File: src/rtl/fetch_pkg.sv
// fetch_pkg: shared constants and types for the instruction fetch stage.
//   INSTR_W / ADDR_W  : instruction word and byte-address widths
//   PC_STEP           : PC increment per fetched word (bytes)
//   DEFAULT_RESET_PC  : default PC loaded on reset
//   fetch_entry_t     : one instruction queue entry {instr, pc}
package fetch_pkg;

    localparam int INSTR_W = 32;
    localparam int ADDR_W  = 32;
    localparam int PC_STEP = 4;

    localparam logic [ADDR_W-1:0] DEFAULT_RESET_PC = 32'h0000_0000;

    typedef struct packed {
        logic [INSTR_W-1:0] instr;
        logic [ADDR_W-1:0]  pc;
    } fetch_entry_t;

endpackage

File: src/rtl/fetch_fifo.sv
// fetch_fifo: synchronous instruction queue for the fetch stage.
//   clk_i        : clock, all state on posedge
//   reset_i      : synchronous active-high reset (empties the queue)
//   flush_i      : synchronous flush (empties the queue, wins over push/pop)
//   push_i       : write push_data_i at the tail
//   push_data_i  : entry to enqueue
//   pop_i        : drop the head entry (ignored when empty)
//   head_o       : entry at the head (undefined contents when count_o == 0)
//   count_o      : number of valid entries, 0..DEPTH
// DEPTH must be a power of two so the pointers wrap naturally.
module fetch_fifo
    import fetch_pkg::*;
#(
    parameter int DEPTH = 4,
    localparam int PW = $clog2(DEPTH),
    localparam int CW = $clog2(DEPTH) + 1
) (
    input  logic          clk_i,
    input  logic          reset_i,
    input  logic          flush_i,
    input  logic          push_i,
    input  fetch_entry_t  push_data_i,
    input  logic          pop_i,
    output fetch_entry_t  head_o,
    output logic [CW-1:0] count_o
);

    fetch_entry_t  mem_q [DEPTH];
    logic [PW-1:0] wr_ptr_q, wr_ptr_d;
    logic [PW-1:0] rd_ptr_q, rd_ptr_d;
    logic [CW-1:0] count_q, count_d;
    logic          pop_eff;

    // A pop against an empty queue is a no-op.
    assign pop_eff = pop_i && (count_q != '0);

    always_comb begin
        wr_ptr_d = wr_ptr_q;
        rd_ptr_d = rd_ptr_q;
        count_d  = count_q;
        if (flush_i) begin
            wr_ptr_d = '0;
            rd_ptr_d = '0;
            count_d  = '0;
        end else begin
            if (push_i)  wr_ptr_d = wr_ptr_q + PW'(1);
            if (pop_eff) rd_ptr_d = rd_ptr_q + PW'(1);
            case ({push_i, pop_eff})
                2'b10:   count_d = count_q + CW'(1);
                2'b01:   count_d = count_q - CW'(1);
                default: count_d = count_q;
            endcase
        end
    end

    always_ff @(posedge clk_i) begin
        if (reset_i) begin
            wr_ptr_q <= '0;
            rd_ptr_q <= '0;
            count_q  <= '0;
        end else begin
            wr_ptr_q <= wr_ptr_d;
            rd_ptr_q <= rd_ptr_d;
            count_q  <= count_d;
            // The issue logic upstream must never let a push land on a full queue.
            assert (flush_i || !(push_i && !pop_eff && count_q == CW'(DEPTH)));
        end
    end

    // Storage needs no reset: count_q alone decides what is valid.
    always_ff @(posedge clk_i) begin
        if (push_i && !flush_i) mem_q[wr_ptr_q] <= push_data_i;
    end

    assign head_o  = mem_q[rd_ptr_q];
    assign count_o = count_q;

endmodule

File: src/rtl/fetch_unit.sv
// fetch_unit: instruction fetch stage. Owns the PC, reads a registered
// byte-addressed ROM, queues {word, pc} and hands them to decode.
//   clk            : clock, all state on posedge
//   reset          : synchronous active-high reset
//   rom_enable     : ROM read strobe (ROM samples rom_address at posedge)
//   rom_address    : byte address being fetched (= PC)
//   rom_data       : ROM word, valid the cycle after rom_enable
//   redirect_valid : one-cycle pulse, flush everything and restart at redirect_pc
//   redirect_pc    : new fetch address
//   instr_valid    : queue head valid
//   instr_ready    : decode accepts the head this cycle
//   instr_out      : head instruction word (0 when !instr_valid)
//   instr_pc       : head byte address (0 when !instr_valid)
//   fetch_fault    : misaligned redirect seen (sticky until reset)
// Handshake: a transfer happens on a cycle where instr_valid && instr_ready;
// while instr_valid && !instr_ready the head holds still, and instr_valid
// only drops after a transfer, a redirect or a reset.
// Optional build macro FETCH_ALIGN_CHECK_EN: when defined, a redirect with
// redirect_pc[1:0] != 0 raises fetch_fault and halts fetch until reset; when
// undefined, the low two redirect bits are forced to zero.
module fetch_unit
    import fetch_pkg::*;
#(
    parameter logic [ADDR_W-1:0] RESET_PC = DEFAULT_RESET_PC,
    parameter int                DEPTH    = 4
) (
    input  logic               clk,
    input  logic               reset,
    output logic               rom_enable,
    output logic [ADDR_W-1:0]  rom_address,
    input  logic [INSTR_W-1:0] rom_data,
    input  logic               redirect_valid,
    input  logic [ADDR_W-1:0]  redirect_pc,
    output logic               instr_valid,
    input  logic               instr_ready,
    output logic [INSTR_W-1:0] instr_out,
    output logic [ADDR_W-1:0]  instr_pc,
    output logic               fetch_fault
);

    localparam int CW = $clog2(DEPTH) + 1;

    logic [ADDR_W-1:0] pc_q, pc_d;
    logic              inflight_q, inflight_d;
    logic [ADDR_W-1:0] inflight_pc_q, inflight_pc_d;
    logic              halted;
    logic [ADDR_W-1:0] redirect_target;

    logic              push, pop;
    fetch_entry_t      push_entry, head;
    logic [CW-1:0]     fifo_count;
    logic [CW:0]       occ_next;

`ifdef FETCH_ALIGN_CHECK_EN
    logic fault_q, fault_d;

    assign redirect_target = redirect_pc;
    assign fault_d = fault_q || (redirect_valid && (redirect_pc[1:0] != 2'b00));

    always_ff @(posedge clk) begin
        if (reset) fault_q <= 1'b0;
        else       fault_q <= fault_d;
    end

    assign halted      = fault_q;
    assign fetch_fault = fault_q;
`else
    logic unused_redirect_lsbs;

    assign unused_redirect_lsbs = ^redirect_pc[1:0];
    assign redirect_target      = {redirect_pc[ADDR_W-1:2], 2'b00};
    assign halted               = 1'b0;
    assign fetch_fault          = 1'b0;
`endif

    // Head is hidden during reset and during a redirect cycle.
    assign instr_valid = !reset && !redirect_valid && (fifo_count != '0);
    assign pop         = instr_valid && instr_ready;
    assign instr_out   = instr_valid ? head.instr : '0;
    assign instr_pc    = instr_valid ? head.pc    : '0;

    // Occupancy after this edge if nothing new issues: queued + arriving - leaving.
    // pop implies fifo_count >= 1, so this never underflows.
    assign occ_next = {1'b0, fifo_count} + (CW+1)'(inflight_q) - (CW+1)'(pop);

    assign rom_enable  = !reset && !redirect_valid && !halted && (occ_next < (CW+1)'(DEPTH));
    assign rom_address = pc_q;

    // The word returning from the ROM this cycle is squashed by a redirect.
    assign push       = inflight_q && !redirect_valid;
    assign push_entry = '{instr: rom_data, pc: inflight_pc_q};

    always_comb begin
        pc_d          = pc_q;
        inflight_d    = 1'b0;
        inflight_pc_d = inflight_pc_q;
        if (redirect_valid) begin
            pc_d = redirect_target;
        end else if (rom_enable) begin
            pc_d          = pc_q + ADDR_W'(PC_STEP);
            inflight_d    = 1'b1;
            inflight_pc_d = pc_q;
        end
    end

    always_ff @(posedge clk) begin
        if (reset) begin
            pc_q          <= RESET_PC;
            inflight_q    <= 1'b0;
            inflight_pc_q <= '0;
        end else begin
            pc_q          <= pc_d;
            inflight_q    <= inflight_d;
            inflight_pc_q <= inflight_pc_d;
        end
    end

    fetch_fifo #(
        .DEPTH (DEPTH)
    ) u_fifo (
        .clk_i       (clk),
        .reset_i     (reset),
        .flush_i     (redirect_valid),
        .push_i      (push),
        .push_data_i (push_entry),
        .pop_i       (pop),
        .head_o      (head),
        .count_o     (fifo_count)
    );

endmodule

File: config.mk
export PLATFORM = sky130hd
export DESIGN_NAME = fetch_unit
export DESIGN_NICKNAME = d
export VERILOG_FILES = /design/src/rtl/fetch_pkg.sv /design/src/rtl/fetch_fifo.sv /design/src/rtl/fetch_unit.sv
export SDC_FILE = /design/constraint.sdc
export NUM_CORES = 1
export LEC_CHECK = 0
export ABC_AREA = 0
export BUFFER_PORTS_ARGS = -buffer_cell sky130_fd_sc_hd__buf_2
export CAP_MARGIN = 40
export CELL_PAD_IN_SITES_DETAIL_PLACEMENT = 0
export CELL_PAD_IN_SITES_GLOBAL_PLACEMENT = 2
export CORE_AREA = 2 2 172 174
export DETAILED_ROUTE_END_ITERATION = 6
export DIE_AREA = 0 0 174 176
export PLACE_DENSITY_LB_ADDON = 0.1
export SYNTH_ARGS = -nofsm -noshare
export SYNTH_HDL_FRONTEND = slang
export SYNTH_SLANG_ARGS = --single-unit
File: constraint.sdc
create_clock -name clk -period 17.4 [get_ports clk]
set_clock_uncertainty 0.05 [all_clocks]
set_input_delay 4.35 -clock clk [delete_from_list [all_inputs] [get_ports clk]]
set_output_delay 4.35 -clock clk [all_outputs]
set_load 0.02 [all_outputs]
==> flow_metrics.py <==
metrics = {
    "drt": {
        "antenna_left": 0,
        "drt_pre_antenna_iters": 5,
        "post_drt_wl_per_cell_um": 19.8,
        "vias": 7520,
        "overall_routed_net_length_mm": 27.5,
        "routed_via_density": 5.41,
        "drt_first_iter_violations": 570,
        "drt_drc": 0,
    },
    "clock_network": {
        "root_buffer": "sky130_fd_sc_hd__clkbuf_16",
        "worst_skew_pair.late_latency_ns": 0.51,
        "ctsHtreeMaxLevel": 2,
        "cts.reportedPaths.clkPinSlew_ns": 0.06,
        "clk_buf_depth": 3,
        "cts_tree": "yes",
        "cts.repair_timing.setup_buffer_count": 0,
        "numCtsBuffers": 34,
        "clock_sinks": 318,
        "cts_hold_repair.buffers": 0,
        "cts_resized": 0,
    },
    "logic_synthesis": {
        "synth_largest_type_area_fraction": 0.581,
        "ys_async_rst_share": 0,
        "synth-main-ff-cell": "sky130_fd_sc_hd__edfxtp_1",
        "flip_flop_and_latch_count_after_synthesis": 318,
        "netlist_area_um2": 12800,
        "yosys_warnings": 0,
        "synthMuxAreaShare": 0.111,
        "synthesis.area_per_instance_um2": 15.6,
        "xor_and_xnor_area_share_after_synthesis": 0.0123,
        "synth_top_family_by_area": "multiplexers",
        "post_synth_fa_ha_maj_area_fraction": 0.0104,
        "synth_area_leaders": "sky130_fd_sc_hd__edfxtp_1 (58%), sky130_fd_sc_hd__dfxtp_1 (11%), sky130_fd_sc_hd__mux4_2 (11%), sky130_fd_sc_hd__and2_1 (3.4%), sky130_fd_sc_hd__nand2_1 (2.2%)",
        "synth-edff-count": 248,
        "post_synth_inst_count": 821,
        "synth.lib_cells_used.distinct": 52,
        "synth-simple-area-share": 0.100,
        "ys_seq_area_frac": 0.691,
        "synth_compound_gate_area_share": 0.0541,
        "yosysTopAreaCell": "sky130_fd_sc_hd__edfxtp_1",
    },
    "critical_path": {
        "launching_element_type_of_the_critical_path": "input port",
        "critical-path-max-stage-delay_ns": 0.61,
        "worst-setup-path-type": "input port to primary output",
        "required_ns": 13.00,
        "worst_path_slowest_cell": "sky130_fd_sc_hd__or4_4",
        "worst-r2r-setup-slack_ns": 13.49,
        "worstPathCellList": "buf_2 > buf_4 > or2_1 > a31oi_4 > buf_4 > and2_1 > ha_1 > inv_1 > ha_1 > and3b_4 > or4_4 > a21o_1 > inv_1 > buf_2",
        "cp_max_fo": 66,
        "critical_path.endpoint_type": "primary output",
        "data_arrival_time_of_the_critical_path_ns": 8.05,
    },
    "global_routing": {
        "grt_overflow_total": 0,
        "grt_pass1_vias": 7719,
        "grt_max_degree": 67,
        "global_route.usage.total": 0.182,
        "first_pass_grt_wire_length_mm": 43.7,
        "grt_antenna_before_repair": 0,
    },
    "die": {
        "die_height_um": 176,
        "die_x_um": 174,
        "design.die.area_um2": 30600,
        "count_of_boundary_i_o_pins": 167,
        "fp.coreArea_um2": 28500,
        "floorplan.rows": 62,
        "floorplan.initialDensity": 0.449,
    },
    "timing": {
        "tightest_slew_ns": 0.671,
        "slew-limit-headroom": 0.553,
        "achievable-frequency_mhz": 80.3,
        "final_min_period_over_clock_period": 0.715,
        "final_hold_viol_count": 0,
        "grt_setup_unrepaired": "no",
        "post-route-min-period_ns": 12.45,
        "fin_setup_tns_ns": 0,
        "hold_ws_ns": 0.449,
        "final-max-slew-violation-count": 0,
        "setup_viol": 0,
    },
    "finish": {
        "layout.cells.most_common_list": "sky130_fd_sc_hd__edfxtp_1 (248), sky130_fd_sc_hd__buf_2 (159), sky130_fd_sc_hd__nand2_1 (74)",
        "insertedDiodeCount": 0,
        "stdcell_area_um2": 15200,
        "post_route_cells_drive_above_1_share": 0.296,
        "layout.nets": 1059,
        "final_common_cell": "sky130_fd_sc_hd__edfxtp_1",
        "area_growth_pct": 18.7,
    },
    "pwr": {
        "worst_vdd_rail_ir_drop_v": 0.0000490,
        "p_leak_nw": 5.41,
        "cellPowerDensity_nw_per_um2": 105,
    },
    "status": {
        "run_status": "finished clean",
    },
    "place": {
        "finalWeightedCongestion": 0.864,
        "dpl.hpwl_mm": 17.6,
        "placement.io_buffers": 159,
        "dpl-instance-area_um2": 14100,
    },
    "job": {
        "maxCapViolations": 0,
    },
    "worst_hold_path": {
        "hold_path.class": "register to register",
    },
}
Yosys cell counts (2+ instances only):
| cell type | number |
|---|---|
| sky130_fd_sc_hd__buf_1 | 7 |
| sky130_fd_sc_hd__o211ai_1 | 2 |
| sky130_fd_sc_hd__nand2b_1 | 2 |
| sky130_fd_sc_hd__and2_1 | 69 |
| sky130_fd_sc_hd__a2111oi_0 | 5 |
| sky130_fd_sc_hd__mux4_2 | 62 |
| sky130_fd_sc_hd__and3_1 | 5 |
| sky130_fd_sc_hd__mux2i_1 | 2 |
| sky130_fd_sc_hd__nor4bb_1 | 2 |
| sky130_fd_sc_hd__a311oi_1 | 6 |
| sky130_fd_sc_hd__a211oi_1 | 14 |
| sky130_fd_sc_hd__o311ai_0 | 2 |
| sky130_fd_sc_hd__a22oi_1 | 2 |
| sky130_fd_sc_hd__nand3_1 | 9 |
| sky130_fd_sc_hd__ha_1 | 9 |
| sky130_fd_sc_hd__dfxtp_1 | 70 |
| sky130_fd_sc_hd__nor3_1 | 6 |
| sky130_fd_sc_hd__o2111ai_1 | 4 |
| sky130_fd_sc_hd__o21ai_0 | 11 |
| sky130_fd_sc_hd__clkbuf_1 | 35 |
| sky130_fd_sc_hd__nand2_1 | 74 |
| sky130_fd_sc_hd__nor4_1 | 4 |
| sky130_fd_sc_hd__nand4_1 | 10 |
| sky130_fd_sc_hd__a221oi_1 | 3 |
| sky130_fd_sc_hd__xor2_1 | 9 |
| sky130_fd_sc_hd__buf_4 | 5 |
| sky130_fd_sc_hd__nor2_1 | 36 |
| sky130_fd_sc_hd__a2111oi_2 | 6 |
| sky130_fd_sc_hd__buf_2 | 5 |
| sky130_fd_sc_hd__edfxtp_1 | 248 |
| sky130_fd_sc_hd__and4_1 | 6 |
| sky130_fd_sc_hd__or3_1 | 9 |
| sky130_fd_sc_hd__inv_1 | 14 |
| sky130_fd_sc_hd__xnor2_1 | 9 |
| sky130_fd_sc_hd__nor2b_1 | 5 |
| sky130_fd_sc_hd__a21oi_1 | 38 |
registers in the layout, indices dropped and copies added, names as in the netlist, named ones only:
signal	flops
inflight_pc_q	30
inflight_q	1
rom_address	30
u_fifo.count_o	3
u_fifo.mem_q	248
u_fifo.rd_ptr_q	2
u_fifo.wr_ptr_q	2
cell type report:
class	count	area, um^2
fillers	2431	13300
clock inverters	18	161
repair buffers	172	1010
flip-flops and latches	318	8860
clock buffers	43	916
multi-input cells	440	3730
inverters	15	56.3
well taps	384	480
stage by stage:
stage               setup slack [ns]  utilization  instances  total power (W)
detailed placement              4.93        0.495       1329         0.000918
floorplan                       5.74            -        825         0.000889
global route                    4.70        0.533       1390          0.00165
global placement                4.95        0.489       1323         0.000915
finish                          4.95        0.533       1390          0.00159
CTS                             4.93        0.533       1390          0.00161
metal layers:
| layer | wire, um | vias to the layer above | GRT usage | part of all wire |
|---|---|---|---|---|
| li1 | - | 3465 | - | - |
| met2 | 12700 | 242 | 0.289 | 0.46 |
| met3 | 1530 | 43 | 0.0362 | 0.055 |
| met5 | 0 | - | 0 | 0 |
| met4 | 506 | 0 | 0.0490 | 0.018 |
| met1 | 12800 | 3770 | 0.260 | 0.46 |
cell families (layout without fill, tap and decap cells):
family,count (synthesis),after routing
flops,318,318
simple gates,244,244
compound gates,99,99
buf+inv,67,248
mux,64,64
xor+xnor,18,18
fa+ha+maj,10,10
other cells,1,5
power by group:
| part | switching, W | leakage (nW) | internal (W) | total [W] |
|---|---|---|---|---|
| clock | 0.000284 | 0.528 | 0.000405 | 0.000689 |
| sequential | 0.0000150 | 2.99 | 0.000828 | 0.000843 |
| combinational | 0.0000361 | 1.89 | 0.0000218 | 0.0000580 |
| total | 0.000336 | 5.41 | 0.00126 | 0.00159 |
worst paths after layout:
kind	depth (start not counted)	from	to
setup / recovery	14	reset	rom_enable
hold / removal	2	inflight_pc_q[23]	inflight_pc_q[23]
setup reg to reg	12	u_fifo.count_o[2]	rom_address[27]
hold reg to reg	2	inflight_pc_q[23]	inflight_pc_q[23]
critical path, delay by kind of cell:
kind | cells | cell delay (ns)
adders and majority gates | 2 | 0.40
buffers and inverters | 6 | 1.19
AOI/OAI and AO/OA | 2 | 0.46
and+or+nand+nor | 4 | 1.58
Note: power is estimated with default switching activity, not from simulation.
